===== config.mk =====
export PLATFORM = sky130hd
export DESIGN_NAME = umi_resp_watchdog
export DESIGN_NICKNAME = d
export VERILOG_FILES = /design/src/rtl/umi_resp_watchdog.sv
export SDC_FILE = /design/constraint.sdc
export NUM_CORES = 1
export LEC_CHECK = 0
export ABC_CLOCK_PERIOD_IN_PS = 6700
export CELL_PAD_IN_SITES_DETAIL_PLACEMENT = 0
export CELL_PAD_IN_SITES_GLOBAL_PLACEMENT = 2
export CORE_AREA = 3 3 304 306
export CTS_CLUSTER_SIZE = 40
export DETAILED_ROUTE_END_ITERATION = 10
export DIE_AREA = 0 0 307 309
export GPL_ROUTABILITY_DRIVEN = 0
export PLACE_DENSITY_LB_ADDON = 0.1
export SLEW_MARGIN = 25
export SYNTH_ARGS = -nofsm -noshare
export SYNTH_HDL_FRONTEND = slang
export SYNTH_SLANG_ARGS = --single-unit

===== constraint.sdc =====
create_clock -name clk -period 6.7 [get_ports clk]
set_input_delay 1.34 -clock clk [delete_from_list [all_inputs] [get_ports clk]]
set_output_delay 1.34 -clock clk [all_outputs]
set_load 0.05 [all_outputs]

===== src/rtl/umi_resp_watchdog.sv =====
// ----------------------------------------------------------------------------
// umi_resp_watchdog
//
// Sits between the core host port and the crossbar device-side inputs. Lets
// one core request out at a time and passes its response back. If the
// crossbar does not answer within TIMEOUT cycles, a locally built error
// response is returned instead, so the core never hangs on a dead address.
//
// Ports
//   clk, nreset                 clock, asynchronous active-low reset
//   udev_req_*   (in)  / udev_req_ready   (out)  request from core
//   udev_resp_*  (out) / udev_resp_ready  (in)   response to core
//   uhost_req_*  (out) / uhost_req_ready  (in)   request to crossbar
//   uhost_resp_* (in)  / uhost_resp_ready (out)  response from crossbar
//   timeout_pulse  (out)  one-cycle strobe, high in the first ERR cycle
//   timeout_count  (out)  saturating count of timeouts
//
// Build option
//   UMI_WATCHDOG_COUNT_EN  when defined, timeout_count counts timeouts;
//                          otherwise it is tied to 0.
//
// state | meaning
// ------+----------------------------------------------------------------
// IDLE  | request path open, next request forwarded combinationally
// WAIT  | request outstanding, response path open, timer running
// ERR   | presenting the local error response to the core
// DRAIN | swallowing a late crossbar response, timer running
// ----------------------------------------------------------------------------
module umi_resp_watchdog #(
    parameter int DW      = 32,
    parameter int CW      = 32,
    parameter int AW      = 64,
    parameter int TIMEOUT = 1024
) (
    input  logic          clk,
    input  logic          nreset,
    input  logic          udev_req_valid,
    input  logic [CW-1:0] udev_req_cmd,
    input  logic [AW-1:0] udev_req_dstaddr,
    input  logic [AW-1:0] udev_req_srcaddr,
    input  logic [DW-1:0] udev_req_data,
    output logic          udev_req_ready,
    output logic          udev_resp_valid,
    output logic [CW-1:0] udev_resp_cmd,
    output logic [AW-1:0] udev_resp_dstaddr,
    output logic [AW-1:0] udev_resp_srcaddr,
    output logic [DW-1:0] udev_resp_data,
    input  logic          udev_resp_ready,
    output logic          uhost_req_valid,
    output logic [CW-1:0] uhost_req_cmd,
    output logic [AW-1:0] uhost_req_dstaddr,
    output logic [AW-1:0] uhost_req_srcaddr,
    output logic [DW-1:0] uhost_req_data,
    input  logic          uhost_req_ready,
    input  logic          uhost_resp_valid,
    input  logic [CW-1:0] uhost_resp_cmd,
    input  logic [AW-1:0] uhost_resp_dstaddr,
    input  logic [AW-1:0] uhost_resp_srcaddr,
    input  logic [DW-1:0] uhost_resp_data,
    output logic          uhost_resp_ready,
    output logic          timeout_pulse,
    output logic [15:0]   timeout_count
);

    localparam int              CNTW     = $clog2(TIMEOUT) + 1;
    localparam logic [CNTW-1:0] CNT_LAST = CNTW'(TIMEOUT - 1);
    localparam logic [4:0]      OP_RD    = 5'h01;
    localparam logic [4:0]      OP_POST  = 5'h05;

    typedef enum logic [1:0] {S_IDLE, S_WAIT, S_ERR, S_DRAIN} state_t;

    state_t          r_state;
    state_t          w_next;
    logic [CNTW-1:0] r_cnt;
    logic [4:0]      r_op;
    logic [10:0]     r_szlen;
    logic [4:0]      r_hostid;
    logic [AW-1:0]   r_dst;
    logic [AW-1:0]   r_src;
    logic            r_pulse;
    logic            w_req_hs;
    logic            w_cnt_clr;
    logic            w_cnt_inc;
    logic            w_timeout;
    logic [CW-1:0]   w_err_cmd;

    // Request payload always flows through; only valid/ready are gated.
    assign uhost_req_cmd     = udev_req_cmd;
    assign uhost_req_dstaddr = udev_req_dstaddr;
    assign uhost_req_srcaddr = udev_req_srcaddr;
    assign uhost_req_data    = udev_req_data;

    assign w_req_hs = (r_state == S_IDLE) && udev_req_valid && uhost_req_ready;

    // Error response is built from registered fields only, so it is stable
    // for as long as the core stalls it.
    always_comb begin
        w_err_cmd        = '0;
        w_err_cmd[4:0]   = (r_op == OP_RD) ? 5'h02 : 5'h04;
        w_err_cmd[15:5]  = r_szlen;
        w_err_cmd[22]    = 1'b1;
        w_err_cmd[26:25] = 2'b10;
        w_err_cmd[31:27] = r_hostid;
    end

    always_ff @(posedge clk or negedge nreset) begin
        if (!nreset) begin
            r_state  <= S_IDLE;
            r_cnt    <= '0;
            r_op     <= '0;
            r_szlen  <= '0;
            r_hostid <= '0;
            r_dst    <= '0;
            r_src    <= '0;
            r_pulse  <= 1'b0;
        end else begin
            r_state <= w_next;
            r_pulse <= w_timeout;
            if (w_cnt_clr) begin
                r_cnt <= '0;
            end else if (w_cnt_inc) begin
                r_cnt <= r_cnt + CNTW'(1);
            end
            if (w_req_hs) begin
                r_op     <= udev_req_cmd[4:0];
                r_szlen  <= udev_req_cmd[15:5];
                r_hostid <= udev_req_cmd[31:27];
                r_dst    <= udev_req_dstaddr;
                r_src    <= udev_req_srcaddr;
            end
        end
    end

    always_comb begin
        w_next            = r_state;
        w_cnt_clr         = 1'b0;
        w_cnt_inc         = 1'b0;
        w_timeout         = 1'b0;
        uhost_req_valid   = 1'b0;
        udev_req_ready    = 1'b0;
        udev_resp_valid   = 1'b0;
        uhost_resp_ready  = 1'b0;
        udev_resp_cmd     = uhost_resp_cmd;
        udev_resp_dstaddr = uhost_resp_dstaddr;
        udev_resp_srcaddr = uhost_resp_srcaddr;
        udev_resp_data    = uhost_resp_data;
        case (r_state)
            S_IDLE: begin
                uhost_req_valid = udev_req_valid;
                udev_req_ready  = uhost_req_ready;
                if (w_req_hs) begin
                    w_cnt_clr = 1'b1;
                    if (udev_req_cmd[4:0] != OP_POST) begin
                        w_next = S_WAIT;
                    end
                end
            end
            S_WAIT: begin
                udev_resp_valid  = uhost_resp_valid;
                uhost_resp_ready = udev_resp_ready;
                // A handshake in the expiry cycle takes priority over timeout.
                if (uhost_resp_valid && udev_resp_ready) begin
                    if (uhost_resp_cmd[22]) begin
                        w_next = S_IDLE;
                    end else begin
                        w_cnt_clr = 1'b1;
                    end
                end else if (r_cnt == CNT_LAST) begin
                    w_next    = S_ERR;
                    w_timeout = 1'b1;
                end else begin
                    w_cnt_inc = 1'b1;
                end
            end
            S_ERR: begin
                udev_resp_valid   = 1'b1;
                udev_resp_cmd     = w_err_cmd;
                udev_resp_dstaddr = r_src;
                udev_resp_srcaddr = r_dst;
                udev_resp_data    = '0;
                if (udev_resp_ready) begin
                    w_next    = S_DRAIN;
                    w_cnt_clr = 1'b1;
                end
            end
            S_DRAIN: begin
                uhost_resp_ready = 1'b1;
                if ((uhost_resp_valid && uhost_resp_cmd[22]) || (r_cnt == CNT_LAST)) begin
                    w_next = S_IDLE;
                end else begin
                    w_cnt_inc = 1'b1;
                end
            end
            default: w_next = S_IDLE;
        endcase
    end

    assign timeout_pulse = r_pulse;

`ifdef UMI_WATCHDOG_COUNT_EN
    logic [15:0] r_tcount;

    always_ff @(posedge clk or negedge nreset) begin
        if (!nreset) begin
            r_tcount <= '0;
        end else if (w_timeout && (r_tcount != 16'hFFFF)) begin
            r_tcount <= r_tcount + 16'd1;
        end
    end

    assign timeout_count = r_tcount;
`else
    assign timeout_count = 16'h0000;
`endif

endmodule


==> reports/metrics.csv <==
stage;metric;value;unit
status;outcome;finished clean;
pwr;power;6.53;mW
setup_path;cp_slowest_stage_delay;0.74;ns
timing;timing.final.crit_period;4.84;ns
setup_path;cp.arrival;3.50;ns
drt;drc;0;
pwr;powerDensity;372;nW/um2
synthesis;yosysSeqAreaShare;0.404;
global_routing;grtUsageTotal;0.106;
timing;finClkSkew;0.0143;ns
synthesis;synth_top_area_share;0.404;
cts;clkTransAtPathRegs;0.08;ns
timing;finalHoldViolations;0;
synthesis;yosys_warnings;0;
setup_path;regToRegSetupSlack;3.95;ns
drt;drtIter0Drc;278;
timing;layout_setup_ws;1.86;ns
cts;cts_sinks;163;
timing;fmax;206;MHz
placed_design;dp_hpwl;40.7;mm
min_path;hp-class;flip-flop to flip-flop;
floorplan;coreArea;89900;um2
floorplan;die_h;309;um
cts;clk_latency;0.48;ns
final_layout;drive_gt1_frac;0.122;
floorplan;io_pins;795;
placed_design;port-buffer-count;692;
setup_path;critPathMaxFanout;48;
drt;wl;52.8;mm
global_routing;grt_remaining_overflow;0;
setup_path;startpoint_type;flip-flop;
timing;finalSetupTns;0;ns
floorplan;die_x;307;um
global_routing;antenna_found_initial;5;
final_layout;nets;2021;
timing;slew_viol_final;0;
synthesis;synth_cell_types;40;
timing;min_period_over_period;0.723;
floorplan;start_util;0.112;
placed_design;pre_cts_slack;2.19;ns
global_routing;grt_pass1_vias;9852;
cts;postCtsResizedCells;0;
final_layout;syn_to_final_growth;73.8;%
min_path;whs_endpoint;r_dst[34]$_DFFE_PN0P_;
drt;ant_nets;0;
setup_path;cpMaxStageDelayCell;clkdlybuf4s50_1;
setup_path;cp-end-kind;output port;
final_layout;antenna_cells;0;
synthesis;synth-main-ff-cell;dfrtp_1;
cts;clock-root-buffer;clkbuf_16;
drt;vias_per_cell;3.26;
cts;cts_buffers;17;
run;drv_cap;0;
synthesis;syn-mean-instance-area;8.75;um2
synthesis;synth_edf_count;0;
min_path;hp-start;r_dst[34]$_DFFE_PN0P_;
min_path;hold_depth;2;
setup_path;crit_chain;inv_1, ha_4, buf_4, mux2_2, clkdlybuf4s50_1;
setup_path;r2r-start;r_state[0]$_DFFE_PN0P_;
drt;drt-wirelength-per-cell;18.8;um
synthesis;synthArstFlopShare;1.00;
timing;rsz0062_at_grt;no;
timing;worst_pin_slew;0.905;ns
setup_path;critPathKind;flip-flop to output port;
cts;cts_setup_buffers;0;
global_routing;grt_start_max_net_pins;91;
synthesis;yosysTopAreaCell;dfrtp_1;
cts;htreeDepth;4;
floorplan;dieArea;94900;um2
pwr;p_leak;7.37;nW
setup_path;r2r.worst_path.cells;7;
pwr;ir_drop;0.000179;V
floorplan;rows;110;
synthesis;syn-cell-area;10100;um2
global_routing;grt_pass1_wl;72.3;mm
setup_path;worstReg2RegEnd;r_szlen[1]$_DFFE_PN0P_;
drt;num_vias;9184;
cts;clock_path_buffers;2;
timing;setup_viol_count_final;0;
drt;first_pass_iters;4;
setup_path;required;5.36;ns
cts;cts_tree;done;
timing;slew-limit-headroom;0.397;
synthesis;synth_seq_cells;163;
synthesis;syn_inst;1153;
synthesis;synth.area.top_cells;dfrtp_1 40%, nand2_1 17%, mux2_2 16%, buf_4 15%, nor2b_1 2.9%;
cts;hold_buffers;0;
## cells in the mapped netlist, types with 2 or more instances
master / instances
nand2_1: 452
buf_4: 208
dfrtp_1: 163
mux2_2: 144
nor2b_1: 46
clkbuf_1: 41
buf_2: 12
nor2_1: 8
ha_1: 7
a21oi_1: 6
mux2i_1: 6
nand3_1: 6
o21ai_0: 6
inv_1: 5
and3_1: 4
and2_1: 3
buf_1: 3
nor3_1: 3
o2111ai_1: 3
or3_1: 3
a21boi_2: 2
o21a_1: 2
o21ai_1: 2
or2_2: 2
## flip-flops by register name, summed over array words and instances (netlist names), named ones only
signal	flops
r_cnt	11
r_dst	64
r_hostid	5
r_op	5
r_src	64
r_state	1
r_szlen	11
timeout_pulse	1
## report_power, final
group / leakage, nW / switching, mW / internal [mW]
clock network: 0.304 / 0.530 / 0.611
registers: 2.04 / 0.260 / 1.42
logic: 5.02 / 2.36 / 1.35
## through the flow
stage	area (um2)	utilization	std cells	hold WS [ns]
after floorplan	10100	-	1168	0.437
final	17500	0.195	2813	0.472
after detailed placement	16900	0.188	2781	0.458
after global routing	17500	0.195	2813	0.498
after CTS	17500	0.195	2813	0.480
after global placement	16900	0.188	2781	0.454
## layout make-up
| type | count | area, um2 |
|---|---|---|
| Timing Repair Buffer | 702 | 7060 |
| Inverter | 5 | 18.8 |
| Clock buffer | 18 | 439 |
| Clock inverter | 14 | 191 |
| Sequential cell | 163 | 4080 |
| Tap cell | 1176 | 1470 |
| Multi-Input combinational cell | 735 | 4280 |
| Fill cell | 9968 | 72300 |
## routing by layer
layer / vias up / wire length, um / track usage
met4: 4 / 775 / 0.0288
met2: 404 / 28500 / 0.201
met3: 52 / 4220 / 0.0384
met1: 4326 / 19300 / 0.110
li1: 4398 / - / -
met5: - / 21 / 0
## worst max-delay path, delay by kind of cell (launching register included)
kind	cells	cell delay, ns
fa+ha+maj	1	0.68
flops	1	0.46
mux	1	0.47
buf+inv	3	1.32
## cells by family after synthesis
| kind of cell | synth area share |
|---|---|
| xor gates and xnor gates | 0.000868 |
| adders and majority gates | 0.00868 |
| DFF | 0.404 |
| muxes | 0.168 |
| AOI/OAI and AO/OA | 0.0184 |
| other | 0.000372 |
| buffers and inverters | 0.180 |
| and+or+nand+nor | 0.219 |
## worst max-delay path by stage
stage | start | to | slack, ns | cells past startpoint
final | r_state[0]$_DFFE_PN0P_ | udev_resp_srcaddr[7] | 1.86 | 5
after global routing | r_state[0]$_DFFE_PN0P_ | udev_resp_srcaddr[7] | 1.57 | 5
after CTS | r_state[0]$_DFFE_PN0P_ | udev_resp_srcaddr[7] | 1.67 | 5
after detailed placement | udev_req_srcaddr[3] | uhost_req_srcaddr[3] | 2.19 | 2
after global placement | udev_req_srcaddr[3] | uhost_req_srcaddr[3] | 2.17 | 2
after floorplan | uhost_resp_cmd[1] | udev_resp_cmd[1] | 2.91 | 2
## placed cells by master (no fill, tap or decap), drive strengths merged, types with 2 or more instances in the layout
master         instances
clkdlybuf4s50        691
nand2                452
dfrtp                163
mux2                 145
nor2b                 46
clkbuf                19
conb                  16
inv                   13
buf                   10
nor2                   8
o21ai                  8
ha                     7
nand3                  6
mux2i                  6
a21oi                  6
and3                   4
and2                   3
nor3                   3
o2111ai                3
or3                    3
bufinv                 3
or2                    2
o21a                   2
a21boi                 2
clkinvlp               2
No activity file was read; power rests on OpenSTA's default activity.
